[src/rtl/fetch_pkg.sv]
// fetch_pkg: shared definitions for the fetch sequencer slice.
//   - fetch_state_e      : sequencer FSM states
//   - FETCH_PC_W_DEFAULT : default program-counter width
//   - branch_offset()    : branch-offset table lookup (indices 0..7 -> 1,2,3,4,6,8,12,16)
package fetch_pkg;

  localparam int FETCH_PC_W_DEFAULT = 8;

  typedef enum logic [2:0] {
    ST_IDLE    = 3'd0,
    ST_FETCH   = 3'd1,
    ST_ISSUE   = 3'd2,
    ST_RESOLVE = 3'd3,
    ST_HALTED  = 3'd4
  } fetch_state_e;

  localparam logic [4:0] OFFSET_0 = 5'd1;
  localparam logic [4:0] OFFSET_1 = 5'd2;
  localparam logic [4:0] OFFSET_2 = 5'd3;
  localparam logic [4:0] OFFSET_3 = 5'd4;
  localparam logic [4:0] OFFSET_4 = 5'd6;
  localparam logic [4:0] OFFSET_5 = 5'd8;
  localparam logic [4:0] OFFSET_6 = 5'd12;
  localparam logic [4:0] OFFSET_7 = 5'd16;

  function automatic logic [4:0] branch_offset(input logic [2:0] sel);
    logic [4:0] off;
    case (sel)
      3'd0:    off = OFFSET_0;
      3'd1:    off = OFFSET_1;
      3'd2:    off = OFFSET_2;
      3'd3:    off = OFFSET_3;
      3'd4:    off = OFFSET_4;
      3'd5:    off = OFFSET_5;
      3'd6:    off = OFFSET_6;
      3'd7:    off = OFFSET_7;
      default: off = OFFSET_0;
    endcase
    return off;
  endfunction

endpackage

[src/rtl/fetch_sequencer_if.sv]
// fetch_sequencer_if: instruction-memory req/valid handshake.
//   imem_req_o   : fetch request (sequencer -> memory), held until valid
//   imem_addr_o  : fetch address, stable while requesting
//   imem_valid_i : memory returns data this cycle (memory -> sequencer)
//   imem_data_i  : instruction byte
// Modports: master = sequencer side, slave = memory side.
interface fetch_sequencer_if
  import fetch_pkg::*;
#(
  parameter int PC_W = FETCH_PC_W_DEFAULT
);
  logic            imem_req_o;
  logic [PC_W-1:0] imem_addr_o;
  logic            imem_valid_i;
  logic [7:0]      imem_data_i;

  modport master (output imem_req_o, output imem_addr_o, input imem_valid_i, input imem_data_i);
  modport slave  (input imem_req_o, input imem_addr_o, output imem_valid_i, output imem_data_i);
endinterface

[src/rtl/fetch_sequencer_branch_target.sv]
// branch_target: combinational next-PC computation.
//   pc_i      : current PC
//   sel_i     : branch-offset table index
//   fwd_i     : forward branch taken (has priority over bwd_i)
//   bwd_i     : backward branch taken
//   next_pc_o : PC +/- offset, or PC + 1; arithmetic wraps modulo 2^PC_W
module branch_target
  import fetch_pkg::*;
#(
  parameter int PC_W = FETCH_PC_W_DEFAULT
) (
  input  logic [PC_W-1:0] pc_i,
  input  logic [2:0]      sel_i,
  input  logic            fwd_i,
  input  logic            bwd_i,
  output logic [PC_W-1:0] next_pc_o
);

  logic [PC_W-1:0] offset_s;

  // Offset is zero-extended to PC width so wrap falls out of the PC-width add.
  assign offset_s = PC_W'(branch_offset(sel_i));

  // Select forward / backward / sequential target.
  always_comb begin
    next_pc_o = pc_i;
    if (fwd_i) begin
      next_pc_o = pc_i + offset_s;
    end else if (bwd_i) begin
      next_pc_o = pc_i - offset_s;
    end else begin
      next_pc_o = pc_i + PC_W'(1'b1);
    end
  end

endmodule

[src/rtl/fetch_sequencer.sv]
// fetch_sequencer: fetches instructions over a req/valid handshake, issues each
// for one cycle to the decoder, then resolves done/branch to form the next PC.
//   clock_i, reset_n_i         : clock, async active-low reset
//   start_i                    : begin at PC 0 from IDLE or HALTED
//   imem (master)              : instruction-memory handshake
//   instruction_o/instr_valid_o: instruction to decoder, valid in ISSUE
//   branchf_i/branchb_i/branch_sel_i/done_i : decoder results, used in RESOLVE
//   busy_o, halted_o, pc_o     : registered status
// Optional build macro FETCH_CYCLE_COUNT_EN adds cycle_count_o, a saturating
// count of busy cycles since the last accepted start.
module fetch_sequencer
  import fetch_pkg::*;
#(
  parameter int PC_W = FETCH_PC_W_DEFAULT
) (
  input  logic              clock_i,
  input  logic              reset_n_i,
  input  logic              start_i,
  fetch_sequencer_if.master imem,
  output logic [7:0]        instruction_o,
  output logic              instr_valid_o,
  input  logic              branchf_i,
  input  logic              branchb_i,
  input  logic [2:0]        branch_sel_i,
  input  logic              done_i,
  output logic              busy_o,
  output logic              halted_o,
  output logic [PC_W-1:0]   pc_o
`ifdef FETCH_CYCLE_COUNT_EN
  ,
  output logic [15:0]       cycle_count_o
`endif
);

  fetch_state_e    state_q, state_d;
  logic [PC_W-1:0] pc_q, pc_d;
  logic [7:0]      instr_q, instr_d;
  logic            req_q, req_d;
  logic            iv_q, iv_d;
  logic            busy_q, busy_d;
  logic            halted_q, halted_d;
  logic [PC_W-1:0] target_s;
  logic            start_acc_s;

  branch_target #(.PC_W(PC_W)) u_branch_target (
    .pc_i      (pc_q),
    .sel_i     (branch_sel_i),
    .fwd_i     (branchf_i),
    .bwd_i     (branchb_i),
    .next_pc_o (target_s)
  );

  assign start_acc_s = start_i && ((state_q == ST_IDLE) || (state_q == ST_HALTED));

  // Next-state, PC and instruction latch; status flags decode the next state so they are registered.
  always_comb begin
    state_d = state_q;
    pc_d    = pc_q;
    instr_d = instr_q;
    case (state_q)
      ST_IDLE, ST_HALTED: begin
        if (start_i) begin
          state_d = ST_FETCH;
          pc_d    = '0;
        end else begin
          state_d = state_q;
        end
      end
      ST_FETCH: begin
        // req is always high in FETCH, so valid here is always a qualified return.
        if (imem.imem_valid_i) begin
          instr_d = imem.imem_data_i;
          state_d = ST_ISSUE;
        end else begin
          state_d = ST_FETCH;
        end
      end
      ST_ISSUE: begin
        state_d = ST_RESOLVE;
      end
      ST_RESOLVE: begin
        if (done_i) begin
          state_d = ST_HALTED;
        end else begin
          pc_d    = target_s;
          state_d = ST_FETCH;
        end
      end
      default: begin
        state_d = ST_IDLE;
      end
    endcase
    req_d    = (state_d == ST_FETCH);
    iv_d     = (state_d == ST_ISSUE);
    busy_d   = (state_d == ST_FETCH) || (state_d == ST_ISSUE) || (state_d == ST_RESOLVE);
    halted_d = (state_d == ST_HALTED);
  end

  // State, PC, instruction and status registers.
  always_ff @(posedge clock_i or negedge reset_n_i) begin
    if (!reset_n_i) begin
      state_q  <= ST_IDLE;
      pc_q     <= '0;
      instr_q  <= 8'h00;
      req_q    <= 1'b0;
      iv_q     <= 1'b0;
      busy_q   <= 1'b0;
      halted_q <= 1'b0;
    end else begin
      state_q  <= state_d;
      pc_q     <= pc_d;
      instr_q  <= instr_d;
      req_q    <= req_d;
      iv_q     <= iv_d;
      busy_q   <= busy_d;
      halted_q <= halted_d;
    end
  end

  assign imem.imem_req_o  = req_q;
  assign imem.imem_addr_o = pc_q;
  assign instruction_o    = instr_q;
  assign instr_valid_o    = iv_q;
  assign busy_o           = busy_q;
  assign halted_o         = halted_q;
  assign pc_o             = pc_q;

`ifdef FETCH_CYCLE_COUNT_EN
  logic [15:0] cnt_q, cnt_d;

  // Busy-cycle counter: clears on accepted start, saturates, holds otherwise.
  always_comb begin
    cnt_d = cnt_q;
    if (start_acc_s) begin
      cnt_d = 16'h0000;
    end else if (busy_q && (cnt_q != 16'hFFFF)) begin
      cnt_d = cnt_q + 16'h0001;
    end else begin
      cnt_d = cnt_q;
    end
  end

  // Counter register.
  always_ff @(posedge clock_i or negedge reset_n_i) begin
    if (!reset_n_i) begin
      cnt_q <= 16'h0000;
    end else begin
      cnt_q <= cnt_d;
    end
  end

  assign cycle_count_o = cnt_q;
`else
  logic unused_s;
  assign unused_s = start_acc_s;
`endif

endmodule

[src/flat_wrapper.sv]
// flat-port wrapper written by rule: the top's interface ports become plain ports
module fetch_sequencer_flat import fetch_pkg::*;
#(
  parameter int PC_W = FETCH_PC_W_DEFAULT
)
  (clock_i, reset_n_i, start_i, instruction_o, instr_valid_o, branchf_i, branchb_i, branch_sel_i, done_i, busy_o, halted_o, pc_o, imem_imem_req_o, imem_imem_addr_o, imem_imem_valid_i, imem_imem_data_i);
  fetch_sequencer_if #(.PC_W(PC_W)) imem_i ();
  input  logic clock_i;
  input  logic reset_n_i;
  input  logic start_i;
  output logic [7:0] instruction_o;
  output logic instr_valid_o;
  input  logic branchf_i;
  input  logic branchb_i;
  input  logic [2:0] branch_sel_i;
  input  logic done_i;
  output logic busy_o;
  output logic halted_o;
  output logic [PC_W-1:0] pc_o;
  output wire logic [$bits(imem_i.imem_req_o)-1:0] imem_imem_req_o;
  output wire logic [$bits(imem_i.imem_addr_o)-1:0] imem_imem_addr_o;
  input wire logic [$bits(imem_i.imem_valid_i)-1:0] imem_imem_valid_i;
  input wire logic [$bits(imem_i.imem_data_i)-1:0] imem_imem_data_i;
  assign imem_imem_req_o = imem_i.imem_req_o;
  assign imem_imem_addr_o = imem_i.imem_addr_o;
  assign imem_i.imem_valid_i = imem_imem_valid_i;
  assign imem_i.imem_data_i = imem_imem_data_i;
  fetch_sequencer #(.PC_W(PC_W)) u_core (.clock_i(clock_i), .reset_n_i(reset_n_i), .start_i(start_i), .imem(imem_i), .instruction_o(instruction_o), .instr_valid_o(instr_valid_o), .branchf_i(branchf_i), .branchb_i(branchb_i), .branch_sel_i(branch_sel_i), .done_i(done_i), .busy_o(busy_o), .halted_o(halted_o), .pc_o(pc_o));
endmodule
[config.mk]
export PLATFORM = sky130hd
export DESIGN_NAME = fetch_sequencer_flat
export DESIGN_NICKNAME = d
export VERILOG_FILES = /design/src/rtl/fetch_pkg.sv /design/src/rtl/fetch_sequencer_if.sv /design/src/rtl/fetch_sequencer_branch_target.sv /design/src/rtl/fetch_sequencer.sv /design/src/flat_wrapper.sv
export SDC_FILE = /design/constraint.sdc
export NUM_CORES = 1
export LEC_CHECK = 0
export BUFFER_PORTS_ARGS = -buffer_cell sky130_fd_sc_hd__buf_2
export CAP_MARGIN = 20
export CORE_ASPECT_RATIO = 1.25
export CORE_MARGIN = 5
export CORE_UTILIZATION = 55
export CTS_CLUSTER_DIAMETER = 100
export CTS_CLUSTER_SIZE = 8
export DETAILED_ROUTE_END_ITERATION = 6
export MAX_ROUTING_LAYER = met4
export PLACE_DENSITY_LB_ADDON = 0.08
export SETUP_SLACK_MARGIN = 0.2
export SLEW_MARGIN = 5
export SYNTH_ARGS = -nofsm -noshare
export SYNTH_HDL_FRONTEND = slang
export SYNTH_SLANG_ARGS = --single-unit
[constraint.sdc]
create_clock -name clock_i -period 2.6 [get_ports clock_i]
set_input_delay 0.13 -clock clock_i [delete_from_list [all_inputs] [get_ports clock_i]]
set_output_delay 0.13 -clock clock_i [all_outputs]
set_load 0.01 [all_outputs]
==> run_results.csv <==
group,metric,value,unit
sta,fin_skew,10.7,ps
critical_path,slowest_delay,230,ps
placement,io_buffers,45,
critical_path,critPathCaptureType,"flop",
synth,yosysSeqAreaShare,38.3,%
critical_path,r2r-start,"u_core.imem.imem_addr_o[0]",
critical_path,cp_cell_sequence,"buf_2, inv_1, ha_4, and2_4, a21oi_2, and2_4, ha_4, inv_1, o211ai_1, a32o_2, ha_4, a21oi_2, o211ai_1, a21o_1, a32oi_1, nand2b_1",
global_route,antenna_found_initial,0,
clock_network,cts_sinks,23,
final_layout,antenna_cells,0,
die,dieArea,3890,sq um
clock_network,cts_buffer_depth,2,
power_and_ir_drop,power.leakage,0.947,nW
synth,ys.flop_type,"dfrtp_1",
sta,slew_headroom,40.9,%
routing,postRouteAntennaNets,0,
final_layout,num-fill-cells,220,
global_route,grt_pass1_wl,5790,um
power_and_ir_drop,pwr_density_cell,917,nW/um^2
clock_network,clkSlewWorstSetupHoldPaths,130,ps
critical_path,crit_top_cell,"ha_4",
sta,fmaxAchievable,435,MHz
synth,yosys.area_share.simple,16.6,%
clock_network,cts_root_buffer,"clkbuf_4",
routing,drtIter0Drc,48,
sta,post-route-period-util,88.4,%
routing,vias,1340,
flow_run,maxCapViolations,0,
critical_path,cp.required,2810,ps
routing,vias_per_cell,5.68,
final_layout,fin_nets,232,
synth,synth-compound-area-share,18.2,%
critical_path,cp_slowest_cell,"a32o_2",
hold_path,hold_path.class,"in -> reg",
power_and_ir_drop,p_total,1.70,mW
critical_path,r2r_cells,8,
placement,place_congestion,0.966,
routing,drt-total-wl,3390,um
critical_path,path_delay_family,"compound AO/OA/AOI/OAI gates",
synth,async_reset_ff_share,100,%
final_layout,area.growth.synth_to_final,22.9,%
global_route,globalRouteOverflowTotal,0,
die,num_rows,21,
synth,syn_avg_cell_area,9.46,sq um
critical_path,crit_type,"in -> reg",
outcome,status,"complete, no violations",
synth,synth_mux_area_share,7.32,%
critical_path,ff2ff_setup_slack,690,ps
critical_path,critPathMaxFanout,4,
routing,avgRoutedWirePerCell,14.4,um
synth,ys_warn_count,0,
critical_path,endpoint,"u_core.imem.imem_addr_o[7]",
synth,synth.net_count,188,
clock_network,cts_made_buffers,3,
die,core,2650,sq um
global_route,grt_pass1_vias,1374,
clock_network,htreeDepth,1,
critical_path,worstSetupStartpointType,"input pin",
synth,netlist_area,1500,sq um
sta,setup_viol,0,
global_route,grt_usage,19.3,%
critical_path,reg2reg_to,"u_core.imem.imem_addr_o[6]",
sta,worst_slew_pin_slew,886,ps
synth,synth_cells,159,
critical_path,crit_start,"branch_sel_i[1]",
synth,synth-seq-cells,23,
critical_path,cp_num_buf_inv,3,
critical_path,crit_arrival,2510,ps
die,die_y,68.5,um
global_route,grt_max_degree,24,
sta,drv_slew,0,
die,initial_core_util,56.7,%
synth,synthAdderAreaFrac,9.65,%
sta,fin_crit,2300,ps
synth,synth-edff-count,0,
power_and_ir_drop,ir_drop,0.603,mV
synth,yosysUniqueCellTypes,38,
clock_network,cts_tree,"done",
routing,dr.pass1.iters,4,
synth,synth_top_family_by_area,"compound AO/OA/AOI/OAI gates",
placement,hpwl,2620,um
sta,hold_viol,0,
final_layout,final_core_util,69.6,%
die,io_pins,46,
die,die_x,56.8,um
sta,rsz0062_at_grt,"no",
critical_path,crit_cells,16,
routing,drc_errors,0,
final_layout,drive_above_1_share,40.1,%
clock_network,insertion_delay,320,ps
synth,synthXorXnorAreaFrac,1.75,%
## kinds of logic (layout without fill, tap and decap cells)
family | count (synthesis) | in the layout
xor gates and xnor gates | 3 | 3
and+or+nand+nor | 45 | 45
DFF | 23 | 23
AOI/OAI and AO/OA | 43 | 43
adders and majority gates | 11 | 11
muxes | 10 | 10
buffers and inverters | 24 | 67
## worst min path at each step
stage / start / endpoint / slack (ps) / cells past startpoint
after floorplan: reset_n_i / u_core.busy_o / -170 / 0
after global placement: reset_n_i / u_core.state_q[1] / 120 / 1
after global routing: imem_imem_data_i[6] / u_core.instruction_o[6] / 20 / 2
after detailed placement: reset_n_i / u_core.state_q[1] / 130 / 1
after CTS: imem_imem_data_i[0] / u_core.instruction_o[0] / 30 / 2
final: imem_imem_data_i[0] / u_core.instruction_o[0] / 30 / 2
## worst register-to-register path, stage by stage (launching register included)
cell and delay, ps:
dfrtp_1 410, ha_1 250, inv_1 80, fa_1 390, nor2b_2 170, o21ai_2 100, a21boi_2 190, or3_1 130
nand3_1 70
## routing by layer
layer / global-route usage, % / wire (um) / vias up
li1: - / - / 636
met1: 21.9 / 1390 / 644
met2: 33.4 / 1750 / 51
met3: 3.96 / 206 / 9
met4: 7.83 / 50 / 0
met5: - / 0 / -
## cell usage after synthesis, drive strengths merged (4+ instances only)
cell / count / area, sq um
ha: 10 / 125
or3: 4 / 25.0
o21ai: 10 / 50.1
mux2: 8 / 90.1
nor2b: 4 / 25.0
inv: 12 / 45.0
dfrtp: 23 / 576
a21oi: 13 / 65.1
nand2: 15 / 56.3
nand2b: 6 / 45.0
nor2: 7 / 28.8
buf: 10 / 70.1
## placed cells by master, fill, tap and decap left out, types with 2 or more instances in the layout
| cell | n |
|---|---|
| nor2b_1 | 3 |
| o22ai_1 | 2 |
| mux2_2 | 8 |
| nor2_1 | 6 |
| o211ai_1 | 3 |
| nand3_1 | 3 |
| ha_1 | 7 |
| buf_2 | 45 |
| inv_1 | 11 |
| or3_1 | 4 |
| xnor2_1 | 2 |
| dfrtp_1 | 23 |
| clkbuf_4 | 3 |
| a21o_1 | 3 |
| nand3b_1 | 2 |
| ha_4 | 3 |
| a21oi_2 | 4 |
| a21oi_1 | 9 |
| a211oi_2 | 2 |
| nand2_1 | 15 |
| buf_4 | 5 |
| o21ai_0 | 9 |
| and2_4 | 2 |
| mux2i_1 | 2 |
| nand2b_1 | 5 |
## sequential cells by signal, summed over array words and instances (netlist names)
name	cells
u_core.instruction_o	8
u_core.imem.imem_req_o	1
u_core.imem.imem_addr_o	8
u_core.instr_valid_o	1
u_core.halted_o	1
u_core.state_q	3
u_core.busy_o	1
## metrics by stage
step / instance area [sq um] / setup TNS [ps] / setup slack [ps] / std cells / hold slack [ps]
final: 1850 / 0 / 302 / 236 / 32.3
after global routing: 1850 / 0 / 192 / 236 / 20.6
after CTS: 1790 / 0 / 206 / 236 / 26.6
after detailed placement: 1750 / -272 / -145 / 231 / 134
after global placement: 1750 / -34.8 / -34.8 / 231 / 123
after floorplan: 1520 / 0 / 220 / 159 / -166
## final cells by class
type | instances | area (sq um) | area share (%)
multi-input combinational | 112 | 885 | 47.9
sequential | 23 | 576 | 31.1
timing repair buffer | 51 | 273 | 14.8
clock buffer | 3 | 22.5 | 1.22
clock inverter | 1 | 5.00 | 0.271
inverter | 12 | 45.0 | 2.44
tap | 34 | 42.5 | 2.30
## power breakdown
part	total, mW	switching (mW)	internal [mW]
sequential	0.648	0.136	0.512
combinational	0.882	0.454	0.429
clock	0.165	0.108	0.0576
## what timing repair did
item	in CTS	in global routing
setup buffers	0	0
gates cloned	0	0
setup endpoints to repair	1	4
gates resized for setup	1	14
hold endpoints to repair	23	0
pin swaps	0	8
hold buffers	1	0
No activity file was read; power rests on OpenSTA's default activity.
